==> config.mk <==
export PLATFORM = sky130hd
export DESIGN_NAME = maze_ram_arbiter_flat
export DESIGN_NICKNAME = d
export VERILOG_FILES = /design/src/rtl/maze_pkg.sv /design/src/rtl/maze_ram_arbiter_if.sv /design/src/rtl/maze_coord_addr.sv /design/src/rtl/maze_ram_arbiter.sv /design/src/flat_wrapper.sv
export SDC_FILE = /design/constraint.sdc
export NUM_CORES = 1
export LEC_CHECK = 0
export CAP_MARGIN = 20
export CORE_ASPECT_RATIO = 1.5
export CORE_UTILIZATION = 43
export CTS_CLUSTER_SIZE = 8
export DETAILED_ROUTE_END_ITERATION = 6
export PLACE_DENSITY_LB_ADDON = 0.3
export SYNTH_ARGS = -nofsm -noshare
export SYNTH_HDL_FRONTEND = slang
export SYNTH_SLANG_ARGS = --single-unit
==> constraint.sdc <==
create_clock -name clock -period 5.08 [get_ports clock]
set_clock_uncertainty 0.2 [all_clocks]
set_input_delay 1.016 -clock clock [delete_from_list [all_inputs] [get_ports clock]]
set_output_delay 1.016 -clock clock [all_outputs]
set_load 0.02 [all_outputs]
==> src/rtl/maze_pkg.sv <==
// Shared maze definitions: tile values, default geometry, mode and requester encodings,
// and the read-return tag carried down the two-stage pipeline.
package maze_pkg;

   localparam logic FLOOR = 1'b0;
   localparam logic WALL  = 1'b1;

   localparam int MAZE_WIDTH   = 30;
   localparam int MAZE_HEIGHT  = 40;
   localparam int MAZE_COORD_W = 6;
   localparam int MAZE_ADDR_W  = 11;

   typedef enum logic {
      MODE_GEN = 1'b0,
      MODE_RUN = 1'b1
   } mode_e;

   typedef enum logic [1:0] {
      REQ_NONE    = 2'd0,
      REQ_GEN     = 2'd1,
      REQ_PLAYER  = 2'd2,
      REQ_DISPLAY = 2'd3
   } req_id_e;

   typedef struct packed {
      req_id_e owner;
      logic    force_wall;
   } rd_tag_t;

   localparam rd_tag_t TAG_IDLE = '{owner: REQ_NONE, force_wall: 1'b0};

endpackage

==> src/rtl/maze_ram_arbiter_if.sv <==
// Requester and RAM-side signals of the maze RAM arbiter; the slave modport is the
// arbiter view, the master modport is the view of the surrounding system.
interface maze_ram_arbiter_if
   import maze_pkg::*;
#(
   parameter int COORD_W = MAZE_COORD_W,
   parameter int ADDR_W  = MAZE_ADDR_W
);

   logic               gen_start, gen_done;
   logic               gen_req, gen_gnt, gen_data;
   logic [COORD_W-1:0] gen_x, gen_y;
   logic               p_req, p_gnt, p_rvalid, p_rdata;
   logic [COORD_W-1:0] p_x, p_y;
   logic               d_req, d_gnt, d_rvalid, d_rdata;
   logic [COORD_W-1:0] d_x, d_y;
   logic [ADDR_W-1:0]  ram_address;
   logic               ram_data, ram_wren, ram_q;

   modport slave (
      input  gen_start, gen_done,
      input  gen_req, gen_x, gen_y, gen_data,
      output gen_gnt,
      input  p_req, p_x, p_y,
      output p_gnt, p_rvalid, p_rdata,
      input  d_req, d_x, d_y,
      output d_gnt, d_rvalid, d_rdata,
      output ram_address, ram_data, ram_wren,
      input  ram_q
   );

   modport master (
      output gen_start, gen_done,
      output gen_req, gen_x, gen_y, gen_data,
      input  gen_gnt,
      output p_req, p_x, p_y,
      input  p_gnt, p_rvalid, p_rdata,
      output d_req, d_x, d_y,
      input  d_gnt, d_rvalid, d_rdata,
      input  ram_address, ram_data, ram_wren,
      output ram_q
   );

endinterface

==> src/rtl/maze_coord_addr.sv <==
// Row-major tile address (WIDTH*y + x) and bounds check for one coordinate pair.
module maze_coord_addr
   import maze_pkg::*;
#(
   parameter int WIDTH   = MAZE_WIDTH,
   parameter int HEIGHT  = MAZE_HEIGHT,
   parameter int COORD_W = MAZE_COORD_W,
   parameter int ADDR_W  = MAZE_ADDR_W
) (
   input  logic [COORD_W-1:0] x_i,
   input  logic [COORD_W-1:0] y_i,
   output logic [ADDR_W-1:0]  addr_o,
   output logic               in_range_o
);

   assign addr_o     = ADDR_W'(WIDTH) * ADDR_W'(y_i) + ADDR_W'(x_i);
   assign in_range_o = (int'(x_i) < WIDTH) && (int'(y_i) < HEIGHT);

endmodule

==> src/rtl/maze_ram_arbiter.sv <==
// Single-port maze RAM controller: arbitrates generator writes against two reader ports
// and returns read data (or a forced WALL) to the granted reader two cycles later.
module maze_ram_arbiter
   import maze_pkg::*;
#(
   parameter int WIDTH   = MAZE_WIDTH,
   parameter int HEIGHT  = MAZE_HEIGHT,
   parameter int COORD_W = MAZE_COORD_W,
   parameter int ADDR_W  = MAZE_ADDR_W
) (
   input logic               clock,
   input logic               reset,
   maze_ram_arbiter_if.slave bus
);

   mode_e              mode_q, mode_d;
   logic               run_mode;
   req_id_e            rr_last_q;
   logic               gen_gnt, p_gnt, d_gnt;
   logic [COORD_W-1:0] sel_x, sel_y;
   logic [ADDR_W-1:0]  addr, ram_address_q;
   logic               in_range, issue_write, issue_read;
   logic               ram_data_q, ram_wren_q;
   rd_tag_t            grant_tag, tag1_q, tag2_q;
   logic               rd_value, p_rvalid, d_rvalid, p_rdata, d_rdata;
   logic               p_rdata_q, d_rdata_q;

   // NOTE: clocked state uses non-blocking assignments so every register samples pre-edge values.
   always_ff @(posedge clock) begin
      if (reset) mode_q <= MODE_GEN;
      else       mode_q <= mode_d;
   end

   always_comb begin
      mode_d = mode_q;
      case (mode_q)
         MODE_GEN: if (bus.gen_done && !bus.gen_start) mode_d = MODE_RUN;
         MODE_RUN: if (bus.gen_start) mode_d = MODE_GEN;
      endcase
   end

   always_comb run_mode = (mode_q == MODE_RUN);

   // NOTE: every combinational output gets a default first so no path can infer a latch.
   always_comb begin
      gen_gnt = 1'b0;
      p_gnt   = 1'b0;
      d_gnt   = 1'b0;
      if (!reset) begin
         if (bus.gen_req)                                        gen_gnt = 1'b1;
         else if (bus.p_req && (!bus.d_req || rr_last_q == REQ_DISPLAY)) p_gnt = 1'b1;
         else if (bus.d_req)                                     d_gnt   = 1'b1;
      end
   end

   always_comb begin
      sel_x = bus.p_x;
      sel_y = bus.p_y;
      if (gen_gnt) begin
         sel_x = bus.gen_x;
         sel_y = bus.gen_y;
      end else if (d_gnt) begin
         sel_x = bus.d_x;
         sel_y = bus.d_y;
      end
   end

   maze_coord_addr #(
      .WIDTH   (WIDTH),
      .HEIGHT  (HEIGHT),
      .COORD_W (COORD_W),
      .ADDR_W  (ADDR_W)
   ) u_coord_addr (
      .x_i        (sel_x),
      .y_i        (sel_y),
      .addr_o     (addr),
      .in_range_o (in_range)
   );

   assign issue_write = gen_gnt && in_range;
   assign issue_read  = (p_gnt || d_gnt) && in_range && run_mode;

   // The tag fixes the outcome at grant time, so later mode changes cannot alter it.
   always_comb begin
      grant_tag = TAG_IDLE;
      if (p_gnt)      grant_tag.owner = REQ_PLAYER;
      else if (d_gnt) grant_tag.owner = REQ_DISPLAY;
      grant_tag.force_wall = !(in_range && run_mode);
   end

   always_ff @(posedge clock) begin
      if (reset) begin
         rr_last_q     <= REQ_DISPLAY;
         tag1_q        <= TAG_IDLE;
         tag2_q        <= TAG_IDLE;
         ram_address_q <= '0;
         ram_data_q    <= 1'b0;
         ram_wren_q    <= 1'b0;
         p_rdata_q     <= 1'b0;
         d_rdata_q     <= 1'b0;
      end else begin
         if (p_gnt)      rr_last_q <= REQ_PLAYER;
         else if (d_gnt) rr_last_q <= REQ_DISPLAY;
         tag1_q <= grant_tag;
         tag2_q <= tag1_q;
         if (issue_write || issue_read) ram_address_q <= addr;
         if (issue_write)               ram_data_q    <= bus.gen_data;
         ram_wren_q <= issue_write;
         p_rdata_q  <= p_rdata;
         d_rdata_q  <= d_rdata;
      end
   end

   // ram_q is valid while tag2 is current; non-owners keep their previous data.
   always_comb begin
      rd_value = tag2_q.force_wall ? WALL : bus.ram_q;
      p_rvalid = !reset && (tag2_q.owner == REQ_PLAYER);
      d_rvalid = !reset && (tag2_q.owner == REQ_DISPLAY);
      p_rdata  = p_rvalid ? rd_value : p_rdata_q;
      d_rdata  = d_rvalid ? rd_value : d_rdata_q;
   end

   assign bus.gen_gnt     = gen_gnt;
   assign bus.p_gnt       = p_gnt;
   assign bus.d_gnt       = d_gnt;
   assign bus.p_rvalid    = p_rvalid;
   assign bus.d_rvalid    = d_rvalid;
   assign bus.p_rdata     = p_rdata;
   assign bus.d_rdata     = d_rdata;
   assign bus.ram_address = ram_address_q;
   assign bus.ram_data    = ram_data_q;
   assign bus.ram_wren    = ram_wren_q;

endmodule

==> src/flat_wrapper.sv <==
// flat-port wrapper written by rule: the top's interface ports become plain ports
module maze_ram_arbiter_flat import maze_pkg::*;
#(
   parameter int WIDTH   = MAZE_WIDTH,
   parameter int HEIGHT  = MAZE_HEIGHT,
   parameter int COORD_W = MAZE_COORD_W,
   parameter int ADDR_W  = MAZE_ADDR_W
)
  (clock, reset, bus_gen_start, bus_gen_done, bus_gen_req, bus_gen_x, bus_gen_y, bus_gen_data, bus_gen_gnt, bus_p_req, bus_p_x, bus_p_y, bus_p_gnt, bus_p_rvalid, bus_p_rdata, bus_d_req, bus_d_x, bus_d_y, bus_d_gnt, bus_d_rvalid, bus_d_rdata, bus_ram_address, bus_ram_data, bus_ram_wren, bus_ram_q);
  maze_ram_arbiter_if #(.COORD_W(COORD_W), .ADDR_W(ADDR_W)) bus_i ();
  input logic clock;
  input logic reset;
  input wire logic [$bits(bus_i.gen_start)-1:0] bus_gen_start;
  input wire logic [$bits(bus_i.gen_done)-1:0] bus_gen_done;
  input wire logic [$bits(bus_i.gen_req)-1:0] bus_gen_req;
  input wire logic [$bits(bus_i.gen_x)-1:0] bus_gen_x;
  input wire logic [$bits(bus_i.gen_y)-1:0] bus_gen_y;
  input wire logic [$bits(bus_i.gen_data)-1:0] bus_gen_data;
  output wire logic [$bits(bus_i.gen_gnt)-1:0] bus_gen_gnt;
  input wire logic [$bits(bus_i.p_req)-1:0] bus_p_req;
  input wire logic [$bits(bus_i.p_x)-1:0] bus_p_x;
  input wire logic [$bits(bus_i.p_y)-1:0] bus_p_y;
  output wire logic [$bits(bus_i.p_gnt)-1:0] bus_p_gnt;
  output wire logic [$bits(bus_i.p_rvalid)-1:0] bus_p_rvalid;
  output wire logic [$bits(bus_i.p_rdata)-1:0] bus_p_rdata;
  input wire logic [$bits(bus_i.d_req)-1:0] bus_d_req;
  input wire logic [$bits(bus_i.d_x)-1:0] bus_d_x;
  input wire logic [$bits(bus_i.d_y)-1:0] bus_d_y;
  output wire logic [$bits(bus_i.d_gnt)-1:0] bus_d_gnt;
  output wire logic [$bits(bus_i.d_rvalid)-1:0] bus_d_rvalid;
  output wire logic [$bits(bus_i.d_rdata)-1:0] bus_d_rdata;
  output wire logic [$bits(bus_i.ram_address)-1:0] bus_ram_address;
  output wire logic [$bits(bus_i.ram_data)-1:0] bus_ram_data;
  output wire logic [$bits(bus_i.ram_wren)-1:0] bus_ram_wren;
  input wire logic [$bits(bus_i.ram_q)-1:0] bus_ram_q;
  assign bus_i.gen_start = bus_gen_start;
  assign bus_i.gen_done = bus_gen_done;
  assign bus_i.gen_req = bus_gen_req;
  assign bus_i.gen_x = bus_gen_x;
  assign bus_i.gen_y = bus_gen_y;
  assign bus_i.gen_data = bus_gen_data;
  assign bus_gen_gnt = bus_i.gen_gnt;
  assign bus_i.p_req = bus_p_req;
  assign bus_i.p_x = bus_p_x;
  assign bus_i.p_y = bus_p_y;
  assign bus_p_gnt = bus_i.p_gnt;
  assign bus_p_rvalid = bus_i.p_rvalid;
  assign bus_p_rdata = bus_i.p_rdata;
  assign bus_i.d_req = bus_d_req;
  assign bus_i.d_x = bus_d_x;
  assign bus_i.d_y = bus_d_y;
  assign bus_d_gnt = bus_i.d_gnt;
  assign bus_d_rvalid = bus_i.d_rvalid;
  assign bus_d_rdata = bus_i.d_rdata;
  assign bus_ram_address = bus_i.ram_address;
  assign bus_ram_data = bus_i.ram_data;
  assign bus_ram_wren = bus_i.ram_wren;
  assign bus_i.ram_q = bus_ram_q;
  maze_ram_arbiter #(.WIDTH(WIDTH), .HEIGHT(HEIGHT), .COORD_W(COORD_W), .ADDR_W(ADDR_W)) u_core (.clock(clock), .reset(reset), .bus(bus_i));
endmodule
==> impl_metrics.ini <==
[timing]
slew_violations = 0
setup_tns_ns = 0
fmax_ghz = 0.203
worst_slack_ns = 0.142
min_period_over_period_pct = 97.2
hold_viol_final = 0
relSlewSlack_pct = 67.4
fin_crit_ns = 4.94
setup-violations-final = 0
worst_slew_pin_slew_ns = 0.487

[floorplanning]
core-area_um2 = 4810
rows = 31
ios = 65
die_area_um2 = 5260
initial_core_util_pct = 44.4
die_w_um = 59.5
die_h_um = 88.3

[synth]
seq_area_frac_synth_pct = 21.6
syn_area_um2 = 2140
async_reset_ff_share_pct = 0
yosysWarnings = 0
synth_fp_nets = 328
synthFlopType = dfxtp_1
syn_inst = 255
synth_cell_types = 53
postSynthAreaPerCell_um2 = 8.38
synth_edf_count = 0
ys_seq_elements = 23

[power_and_ir_drop]
p_per_area_nw_per_um2 = 338
peakVddDrop_mv = 0.167
power.leakage_uw = 0.00141

[detailed_routing]
drtIter0Drc = 57
ant_nets = 0
routed_wl_um = 5490
vias = 2231
routedWlPerCell_um = 12.7
drt_pass1_iterations = 4
vias_per_cell = 5.18
drc_errors = 0

[clock_network]
clk_latency_ns = 0.26
cts_tree = yes
clkSlewWorstSetupHoldPaths_ns = 0.07
clock-sinks = 23
cts_made_buffers = 3
htree_levels = 1
ctsLongestPathBuffers = 2
root_buffer = clkbuf_8

[setup_path]
crit_arrival_ns = 4.91
critPathMaxFanout = 5
cp_top_family = adder cells
path_buf_inv = 3
worstSetupStartpointType = input pin
criticalPathCategory = in2reg
worst_ep_required_time_ns = 5.05
cp-end-kind = register
slowest_stage = fa_1
worstPathCellList = clkdlybuf4s15_1, nor2_4, nand2_8, mux2i_1, o21a_1, fa_1, inv_2, fa_1, fa_2, xor2_2, ha_1, o21a_1, o31ai_2, a211o_1, buf_4, xnor2_1, a311oi_1
max_stage_delay_ns = 0.56

[global_routing]
grt_remaining_overflow = 0
grt_start_max_net_pins = 29
grt_usage_pct = 22.4
antenna_found_initial = 0
grt_pass1_wl_um = 9190
grt_pass1_vias = 2136

[finish]
area_delta_synth_final_pct = 55.8
regArea_um2 = 460
nNetsFinal = 439
nFillCells = 413
drive_gt1_share_pct = 24.4
antenna_cells = 0
layout.cells.most_common = clkdlybuf4s50_1
final_cell_mix = clkdlybuf4s50_1 (60), buf_4 (48), dfxtp_1 (23), nor2_1 (21), inv_1 (18)
multi_input_comb_area_um2 = 1640

[placement]
port_buffers = 64
dp_slack_ns = -0.605
finalWeightedCongestion = 0.834
hpwlAfterDp_um = 4530

[job]
cap_violations = 0

[status]
status = complete, no violations

[worst_hold_path]
worst_hold_path_type = reg2reg
routing by layer:
layer  track usage (%)  part of all wire [%]
met1              23.2                    39
met2              44.9                    56
met3              1.75                   3.2
met4              8.25                   1.8
met5                 0                     0
registers in the layout (all words and copies together) (netlist names):
| name | cells |
|---|---|
| u_core.tag1_q | 3 |
| u_core.bus.ram_wren | 1 |
| u_core.mode_q | 1 |
| u_core.tag2_q | 3 |
| u_core.rr_last_q | 1 |
| u_core.p_rdata_q | 1 |
| u_core.d_rdata_q | 1 |
| u_core.bus.ram_address | 11 |
| u_core.bus.ram_data | 1 |
cell families after synthesis:
logic type,Yosys count,share of synthesized area [%]
simple gates,86,21.7
compound gates,73,24.5
buf+inv,31,5.92
fa+ha+maj,28,19.9
flops,23,21.6
xor+xnor,8,3.28
mux,6,3.05
cell type report:
| cell class | count | area share [%] |
|---|---|---|
| clock buffers | 4 | 1.35 |
| inverters | 23 | 2.67 |
| multi-input cells | 201 | 49.2 |
| flip-flops and latches | 23 | 13.8 |
| well taps | 66 | 2.48 |
| repair buffers | 114 | 30.4 |
worst paths after layout:
| kind | start | endpoint | slack (ns) | depth (start not counted) |
|---|---|---|---|---|
| worst max-delay path | reset | u_core.bus.ram_address[7] | 0.14 | 17 |
| worst min-delay path | u_core.tag1_q[1] | u_core.tag2_q[1] | 0.25 | 1 |
| worst max register to register | u_core.rr_last_q[0] | u_core.bus.ram_address[7] | 0.69 | 17 |
| worst min register to register | u_core.tag1_q[1] | u_core.tag2_q[1] | 0.25 | 1 |
stage by stage:
stage / util, % / cells / hold slack [ns] / power, µW / area (µm²)
final: 69.2 / 431 / 0.246 / 1130 / 3330
after global routing: 69.2 / 431 / 0.274 / 1230 / 3330
after CTS: 67.8 / 430 / 0.253 / 1090 / 3260
after detailed placement: 66.1 / 423 / 0.231 / 953 / 3180
after global placement: 66.1 / 423 / 0.221 / 940 / 3180
after floorplan: - / 255 / 0.214 / 662 / 2160
worst register-to-register path, delay by kind of cell (launching register included):
family / cells / cell delay (ns)
simple gates: 1 / 0.07
buf+inv: 3 / 0.33
compound gates: 6 / 1.18
xor+xnor: 2 / 0.27
fa+ha+maj: 4 / 1.76
mux: 1 / 0.13
flops: 1 / 0.37
cells in the mapped netlist, types with 4 or more instances:
| master | instances | area, µm² |
|---|---|---|
| ha_1 | 18 | 225 |
| fa_1 | 10 | 200 |
| mux2i_1 | 5 | 50.1 |
| a311oi_1 | 6 | 52.6 |
| nor2_1 | 22 | 82.6 |
| nand3_1 | 11 | 55.1 |
| a31oi_1 | 4 | 25.0 |
| nor3b_1 | 5 | 37.5 |
| a21oi_1 | 16 | 80.1 |
| xnor2_1 | 6 | 52.6 |
| o21ai_0 | 18 | 90.1 |
| nor2b_1 | 10 | 62.6 |
| nand2_1 | 14 | 52.6 |
| o21a_1 | 6 | 45.0 |
| dfxtp_1 | 23 | 460 |
| nand2b_1 | 5 | 31.3 |
| inv_1 | 23 | 86.3 |
where the power goes:
part | internal, µW | total (µW) | switching, µW
combinational | 451 | 817 | 366
clock | 55.9 | 111 | 54.8
sequential | 192 | 198 | 5.87
total | 699 | 1130 | 427
timing repair:
action,4_1_cts,5_1_grt
gates resized for setup,11,16
endpoints found under the setup margin,4,5
setup buffers,3,1
pin swaps,9,16
hold buffers,0,0
Note: power is estimated with default switching activity, not from simulation.
